`src/rtl/block_sync_ctrl.sv`:
```
// 64b/66b block alignment controller: hunts for sync-header lock by slipping the
// RX gearbox one bit at a time, then monitors header errors per window once locked.
module block_sync_ctrl #(
   parameter int LOCK_CNT   = 64,
   parameter int UNLOCK_CNT = 16,
   parameter int WINDOW     = 1024,
   parameter int SLIP_WAIT  = 4
) (
   input  logic        clk_i,
   input  logic        rst_ni,
   input  logic        enable_i,
   input  logic        data66_valid_i,
   input  logic [1:0]  header_i,
   output logic        slip_o,
   output logic        locked_o,
   output logic [15:0] slip_count_o,
   output logic        lock_loss_o
);

   localparam int GW = $clog2(LOCK_CNT + 1);
   localparam int BW = $clog2(UNLOCK_CNT + 1);
   localparam int NW = $clog2(WINDOW + 1);
   localparam int WW = $clog2(SLIP_WAIT + 1);

   typedef enum logic [1:0] {HUNT, SLIP, WAIT, LOCKED} state_t;

   state_t        state_q, state_d;
   logic [GW-1:0] good_q, good_d;
   logic [BW-1:0] bad_q, bad_d;
   logic [NW-1:0] win_q, win_d;
   logic [WW-1:0] wait_q, wait_d;
   logic          slip_d, loss_d;
   logic          hdr_ok;

   assign hdr_ok = header_i[1] ^ header_i[0];

   always_comb begin
      state_d = state_q;
      good_d  = good_q;
      bad_d   = bad_q;
      win_d   = win_q;
      wait_d  = wait_q;
      slip_d  = 1'b0;
      loss_d  = 1'b0;

      case (state_q)
         HUNT: begin
            if (data66_valid_i) begin
               if (!hdr_ok) begin
                  state_d = SLIP;
                  good_d  = '0;
                  slip_d  = 1'b1;
               end else if (good_q == GW'(LOCK_CNT - 1)) begin
                  state_d = LOCKED;
                  good_d  = '0;
                  bad_d   = '0;
                  win_d   = '0;
               end else begin
                  good_d = good_q + GW'(1);
               end
            end
         end
         SLIP: begin
            state_d = WAIT;
            wait_d  = '0;
         end
         WAIT: begin
            if (data66_valid_i) begin
               if (wait_q == WW'(SLIP_WAIT - 1)) begin
                  state_d = HUNT;
                  wait_d  = '0;
               end else begin
                  wait_d = wait_q + WW'(1);
               end
            end
         end
         LOCKED: begin
            // the unlock check comes first so a threshold hit on the last word of a window still unlocks
            if (data66_valid_i) begin
               if (!hdr_ok && (bad_q == BW'(UNLOCK_CNT - 1))) begin
                  state_d = SLIP;
                  slip_d  = 1'b1;
                  loss_d  = 1'b1;
                  bad_d   = '0;
                  win_d   = '0;
               end else if (win_q == NW'(WINDOW - 1)) begin
                  bad_d = '0;
                  win_d = '0;
               end else begin
                  win_d = win_q + NW'(1);
                  bad_d = bad_q + BW'(!hdr_ok);
               end
            end
         end
         default: state_d = HUNT;
      endcase

      if (!enable_i) begin
         state_d = HUNT;
         good_d  = '0;
         bad_d   = '0;
         win_d   = '0;
         wait_d  = '0;
         slip_d  = 1'b0;
         loss_d  = 1'b0;
      end
   end

   always_ff @(posedge clk_i or negedge rst_ni) begin
      if (!rst_ni) begin
         state_q      <= HUNT;
         good_q       <= '0;
         bad_q        <= '0;
         win_q        <= '0;
         wait_q       <= '0;
         slip_o       <= 1'b0;
         locked_o     <= 1'b0;
         lock_loss_o  <= 1'b0;
         slip_count_o <= '0;
      end else begin
         state_q     <= state_d;
         good_q      <= good_d;
         bad_q       <= bad_d;
         win_q       <= win_d;
         wait_q      <= wait_d;
         slip_o      <= slip_d;
         locked_o    <= (state_d == LOCKED);
         lock_loss_o <= loss_d;
         if (slip_d && (slip_count_o != 16'hFFFF)) begin
            slip_count_o <= slip_count_o + 16'd1;
         end
      end
   end

endmodule

```
`config.mk`:
```
export PLATFORM = sky130hd
export DESIGN_NAME = block_sync_ctrl
export DESIGN_NICKNAME = d
export VERILOG_FILES = /design/src/rtl/block_sync_ctrl.sv
export SDC_FILE = /design/constraint.sdc
export NUM_CORES = 1
export LEC_CHECK = 0
export ABC_CLOCK_PERIOD_IN_PS = 2500
export BUFFER_PORTS_ARGS = -buffer_cell sky130_fd_sc_hd__buf_2
export CORE_AREA = 8 8 110 112
export DETAILED_ROUTE_END_ITERATION = 16
export DIE_AREA = 0 0 118 120
export PLACE_DENSITY_LB_ADDON = 0.25
export SYNTH_ARGS = -nofsm -noshare
export SYNTH_HDL_FRONTEND = slang
export SYNTH_SLANG_ARGS = --single-unit
```
`constraint.sdc`:
```
create_clock -name clk_i -period 2.5 [get_ports clk_i]
set_input_delay 0.25 -clock clk_i [delete_from_list [all_inputs] [get_ports clk_i]]
set_output_delay 0.25 -clock clk_i [all_outputs]
set_load 0.02 [all_outputs]
```
Yosys cells after proc, flatten, opt, wreduce, memory -nomap -nowiden --
Index checks and enable logic that the tools add are counted.
Cells by class: add/subtract/negate cells 5, equality and inequality tests 18, muxes and demuxes 42, bitwise logic cells 1, reductions and logical operators 7
Operators with widths (count):
- $mux W11 | 7
- $mux W5 | 7
- $mux W7 | 5
- $pmux W11 S2 | 1
- $add A16 B1 Y16 const B | 1
- $mux W2 | 8
- $ne A16 B16 Y1 const B | 1
- $ne A3 B3 Y1 const B | 5
- $add A11 B1 Y11 const B | 1
- $eq A11 B10 Y1 const B | 1
- $pmux W5 S2 | 1
- $mux W3 | 3
- $pmux W2 S4 | 1
- $add A7 B1 Y7 const B | 1
- $eq A7 B6 Y1 const B | 1
- $mux W1 | 7
- $eq A2 B2 Y1 const B | 3
- $ne A3 B1 Y1 const B | 2
- $pmux W3 S2 | 1
- $add A5 B1 Y5 | 1
- $eq A5 B4 Y1 const B | 1
- $reduce_and A5 Y1 | 1
- $ne A2 B1 Y1 const B | 2
- $reduce_and A2 Y1 | 2
- 8 further kinds | 9
Storage, ports and cells: bits in registers 47, output and inout port bits 19, logic and storage cells 82

Longest topological paths before layout --
word-level depth 8, gate-level depth with buffers 9, gate-level depth less buffers 7

Worst setup path after synthesis --
OpenSTA, ideal clock, no wires.
kind register to register, start register state_q[0], end register slip_count_o[8], library setup time 0.080 ns, arrival time 2.010 ns, data required time 2.420 ns, path slack 0.410 ns, stages on the path, launching flop included 8, buffers on the path 2, clock period less this slack 2.090 ns, cells stage by stage dfrtp_1 inv_1 ha_1 or4_1 clkbuf_1 buf_2 nor4_1 xor2_1
Between the ends: word-level cells in the longest chain between the ends 4
RTL lines:
- from (decl) | line 27 | state_t state_q, state_d;
- from (signal assigned) | line 121 | state_q <= state_d;
- $eq A2 B2 Y1 / $logic_not A2 Y1 (equally long branches) | line 46 | case (state_q)
- $pmux W1 S2 * | line 46
- $mux W1 * | line 98 | if (!enable_i) begin
- $logic_and A1 B1 Y1 * | line 129 | if (slip_d && (slip_count_o != 16'hFFFF)) begin
- to (signal assigned) | line 130 | slip_count_o <= slip_count_o + 16'd1;
- to (decl) | line 16 | output logic [15:0] slip_count_o,
Every way passes the cells marked *; elsewhere a longest branch is shown, timed or not. A chain may end at the register's enable or synchronous reset.

Final worst setup path --
start register state_q[0], end register win_q[1]
Between the ends: word-level cells in the longest chain between the ends 3
RTL lines:
- $eq A2 B2 Y1 / $logic_not A2 Y1 (equally long branches) | line 46
- $ne A3 B1 Y1 (no source line) (tied with other cells)
- $reduce_and A5 Y1 (no source line) / $mux W11 (equally long branches)
- to (signal assigned) | line 124 | win_q <= win_d;
- to (decl) | line 30 | logic [NW-1:0] win_q, win_d;
Several ways; a longest one is shown, not always the timed one.

==> impl_summary.md <==
Outcome
The flow ran to the end, and the final reports show no timing, DRC or antenna violations.

Clock network
The cell at the root of the clock tree is clkbuf_8. The source-to-sink clock delay at the later pin of the worst-skew pair is roughly 300 ps. The H-tree generated during clock tree synthesis spans 2 levels.

The maximum clock insertion buffer count is 2. The clock sink count is 47. TritonCTS built the clock tree. The TritonCTS buffer count is 5.

The clock transition time at the flip-flop clock pins of the worst setup and hold paths is around 90 ps.

Critical path
For the worst flop-to-flop path, the logic depth is 7. The arrival time at the worst endpoint is approximately 2500 ps. The critical path required time is between 2000 and 3000 ps. The worst register-to-register path begins at state_q[0].

The worst setup path category is flop to flop. The type of element launching the critical path is a flop. In this run the register-to-register setup slack is around 240 ps.

STA classifies the critical path endpoint as a flop. The endpoint identified for the worst register-to-register timing path is win_q[1]. The worst-path maximum fanout is 11.

Global routing
The global-route wire length before repair is 9887 um. The maximum number of pins on one net before global-route repair is 23. Global routing used approximately 8.4% of the available tracks.

The initial antenna violation count came to 0. The total overflow left after global routing is 0. The number of global-route vias before repair is 1979.

Power and ir drop
The overall power is 0.001788 W. IR analysis of the VDD net gives a maximum drop of between 0.3 and 0.4 mV. The analysis attributes to cell leakage a power of ~1.4 nW.

In this run the power density over the cells is between 500 and 600 mW/mm^2.

Yosys
Counting flops with a built-in enable in the synthesized netlist gives 0. Yosys printed 0 warnings. The cell area that synthesis handed to floorplanning was about 0.0025 sq mm. The post-synthesis sequential area ratio is 46.44%. For this run, asynchronously set or reset flops after synthesis account for between 90% and 100%.

The number of nets produced by synthesis is ~280. In the synthesized netlist, the number of instances is approximately 260. The register bit total from synthesis is 47. The flip-flop cell with the highest count after synthesis is dfrtp_1. The mean instance size in the synthesized netlist is just under 10 sq um. The distinct cell type count after synthesis is 44.

Floorplanning
The die outline area is around 0.014 sq mm. For this configuration, the core starts out at a cell density of approximately a quarter. The die outline width is roughly 120 um. For this design the top-level I/O count stands at 25. The number of placement rows is 38. In this run the standard cell core region covers roughly 0.011 sq mm. From bottom edge to top edge, the die measures approximately 120 um.

Placed design
The HPWL after detailed placement is 4149 um. The global placement routability congestion is around 0.74. The number of buffers added on ports is 24.

STA
Setup repair after global routing left no endpoint under its margin. The fmax is 441.6 MHz. The final clock period utilization by the worst path is between 90 and 100%. The number of hold violations in the final report was 0. Headroom to the max-slew limit came out at between 60% and 70%. Setup violations remaining at the end of the flow were counted as 0. The minimum clock period after layout is around 2300 ps. The max-slew violation count is 0. Hold timing on the final database bottoms out at a slack of about 250 ps. After routing, the total negative slack on setup checks comes to 0 ps. The post-route clock skew is between 4 and 5 ps. The slew at the pin with the worst max-slew slack is a little over 500 ps.

Min path
In this run the worst hold path is classified as input port to flop. The launch point of the worst hold path is data66_valid_i. The hold-critical path depth is 3. For hold timing, the worst endpoint is lock_loss_o.

Cells and area
The final layout contains 310 nets. Compared with the post-synthesis result, the final layout area differs by 18.58%. The number of diodes added for antenna fixing is 0. The share of final-layout standard cells stronger than drive strength 1 is a little over 20%.

Detailed routing
In this run the remaining antenna-violating nets after routing total 0. The routed layout has 2000 vias. For this block, the routed nets add up to roughly 5700 um of wire. Using the TritonRoute via totals, the vias-per-cell ratio works out to 4.608. The initial DRC count is between 100 and 150. The first detailed-routing pass took 4 iterations. The number of design rule violations left after detail routing is 0. The final routed wire length divided by cell count is between 10 and 15 um.

Flow run
The total of max-cap violations is 0.
stage by stage:
step	setup slack (ps)	util (%)	cells	instance area, sq um
after floorplan	410.3	-	259	2532
after global placement	214.7	27.33	425	2872
after detailed placement	151.2	27.33	425	2872
after CTS	139.1	28.54	434	2999
after global routing	115.5	28.58	434	3003
final	235.6	28.58	434	3003
routing by layer:
metal  share of wire (%)  track usage (%)
met5                   0                0
met4                0.74            2.162
met3                 4.5            2.489
met2                  44            13.15
met1                  50            10.99
state kept, by name (all words and copies together) (netlist names):
name          count
slip_count_o     16
state_q           2
lock_loss_o       1
wait_q            3
bad_q             5
good_q            7
win_q            11
locked_o          1
slip_o            1
Yosys cell counts (2+ instances only):
master    number  area share, %
a21oi_1        5           0.99
nand4_1        3           0.74
ha_1          11            5.4
a21boi_0       5            1.5
or3_1          3           0.74
and3_1         8            2.0
and2_1         2           0.49
a22o_2         8            3.2
nor2b_1        7            1.7
xnor2_1        3            1.0
buf_2          2           0.40
mux2_2         2           0.89
nand2b_1       5            1.2
xor2_1        10            3.5
a31oi_1        3           0.74
a41o_2         2           0.89
mux2i_1        2           0.79
nor4_1         8            2.0
nor3_1        11            2.2
nor2_1        11            1.6
o21ai_0       22            4.3
clkbuf_1       5           0.74
a22o_1         3            1.0
buf_6          2           0.89
nand4b_1       2           0.69
nand2_1       24            3.6
nand3_1       13            2.6
or4_1          4            1.2
inv_1         12            1.8
dfrtp_1       47             46
placed cells by master (no fill, tap or decap), types with 5 or more instances in the layout:
master	instances
inv_1	12
xor2_1	10
o21ai_0	22
and3_1	8
buf_4	10
buf_2	24
nor3_1	11
a21boi_0	5
nor2b_1	7
a21oi_1	5
nand2_1	24
clkbuf_8	6
dfrtp_1	47
ha_1	11
a22o_2	8
nor4_1	8
nand2b_1	5
nand3_1	13
nor2_1	11
logic make-up (layout without fill, tap and decap cells):
group | after synthesis | in the layout | synth area share [%]
AOI/OAI and AO/OA | 54 | 54 | 14.67
xor gates and xnor gates | 14 | 14 | 5.139
adders and majority gates | 11 | 11 | 5.435
buffers and inverters | 22 | 57 | 3.952
DFF | 47 | 47 | 46.44
muxes | 4 | 4 | 1.680
and+or+nand+nor | 107 | 107 | 22.68
how the worst max path moves through the flow:
| stage | start | to | slack, ps | depth (start not counted) |
|---|---|---|---|---|
| after global routing | state_q[0] | bad_q[0] | 120 | 7 |
| final | state_q[0] | win_q[1] | 240 | 7 |
| after detailed placement | state_q[0] | slip_count_o[15] | 150 | 6 |
| after global placement | state_q[0] | slip_count_o[15] | 210 | 5 |
| after CTS | state_q[0] | slip_count_o[15] | 140 | 6 |
| after floorplan | state_q[0] | slip_count_o[8] | 410 | 7 |
power by group:
part           switching (W)  leakage [nW]  total [W]  internal [W]
Clock               0.000275        0.0612   0.000599      0.000324
Combinational       0.000198         0.696   0.000319      0.000121
Sequential         0.0000617         0.631   0.000869      0.000808
Total               0.000535          1.39    0.00179       0.00125
timing repair:
action,in CTS,in global routing
setup buffers,0,0
hold buffers,1,0
setup endpoints to repair,0,1
hold endpoints to repair,20,0
resized for setup,0,1
worst max-delay path, cell delays in order (launching register included):
cell	delay, ps
dfrtp_1	430
inv_1	120
ha_1	310
nand2_1	110
or4_1	430
and3_1	300
nor2_4	310
a22o_2	190
final cells by class:
class,count,area [sq um]
clock buffers,6,82.58
clock inverters,2,35.03
fillers,1085,7505
inverters,13,48.80
multi-input cells,190,1260
flip-flops and latches,47,1176
well taps,140,175.2
repair buffers,36,225.2
Note: power is estimated with default switching activity, not from simulation.
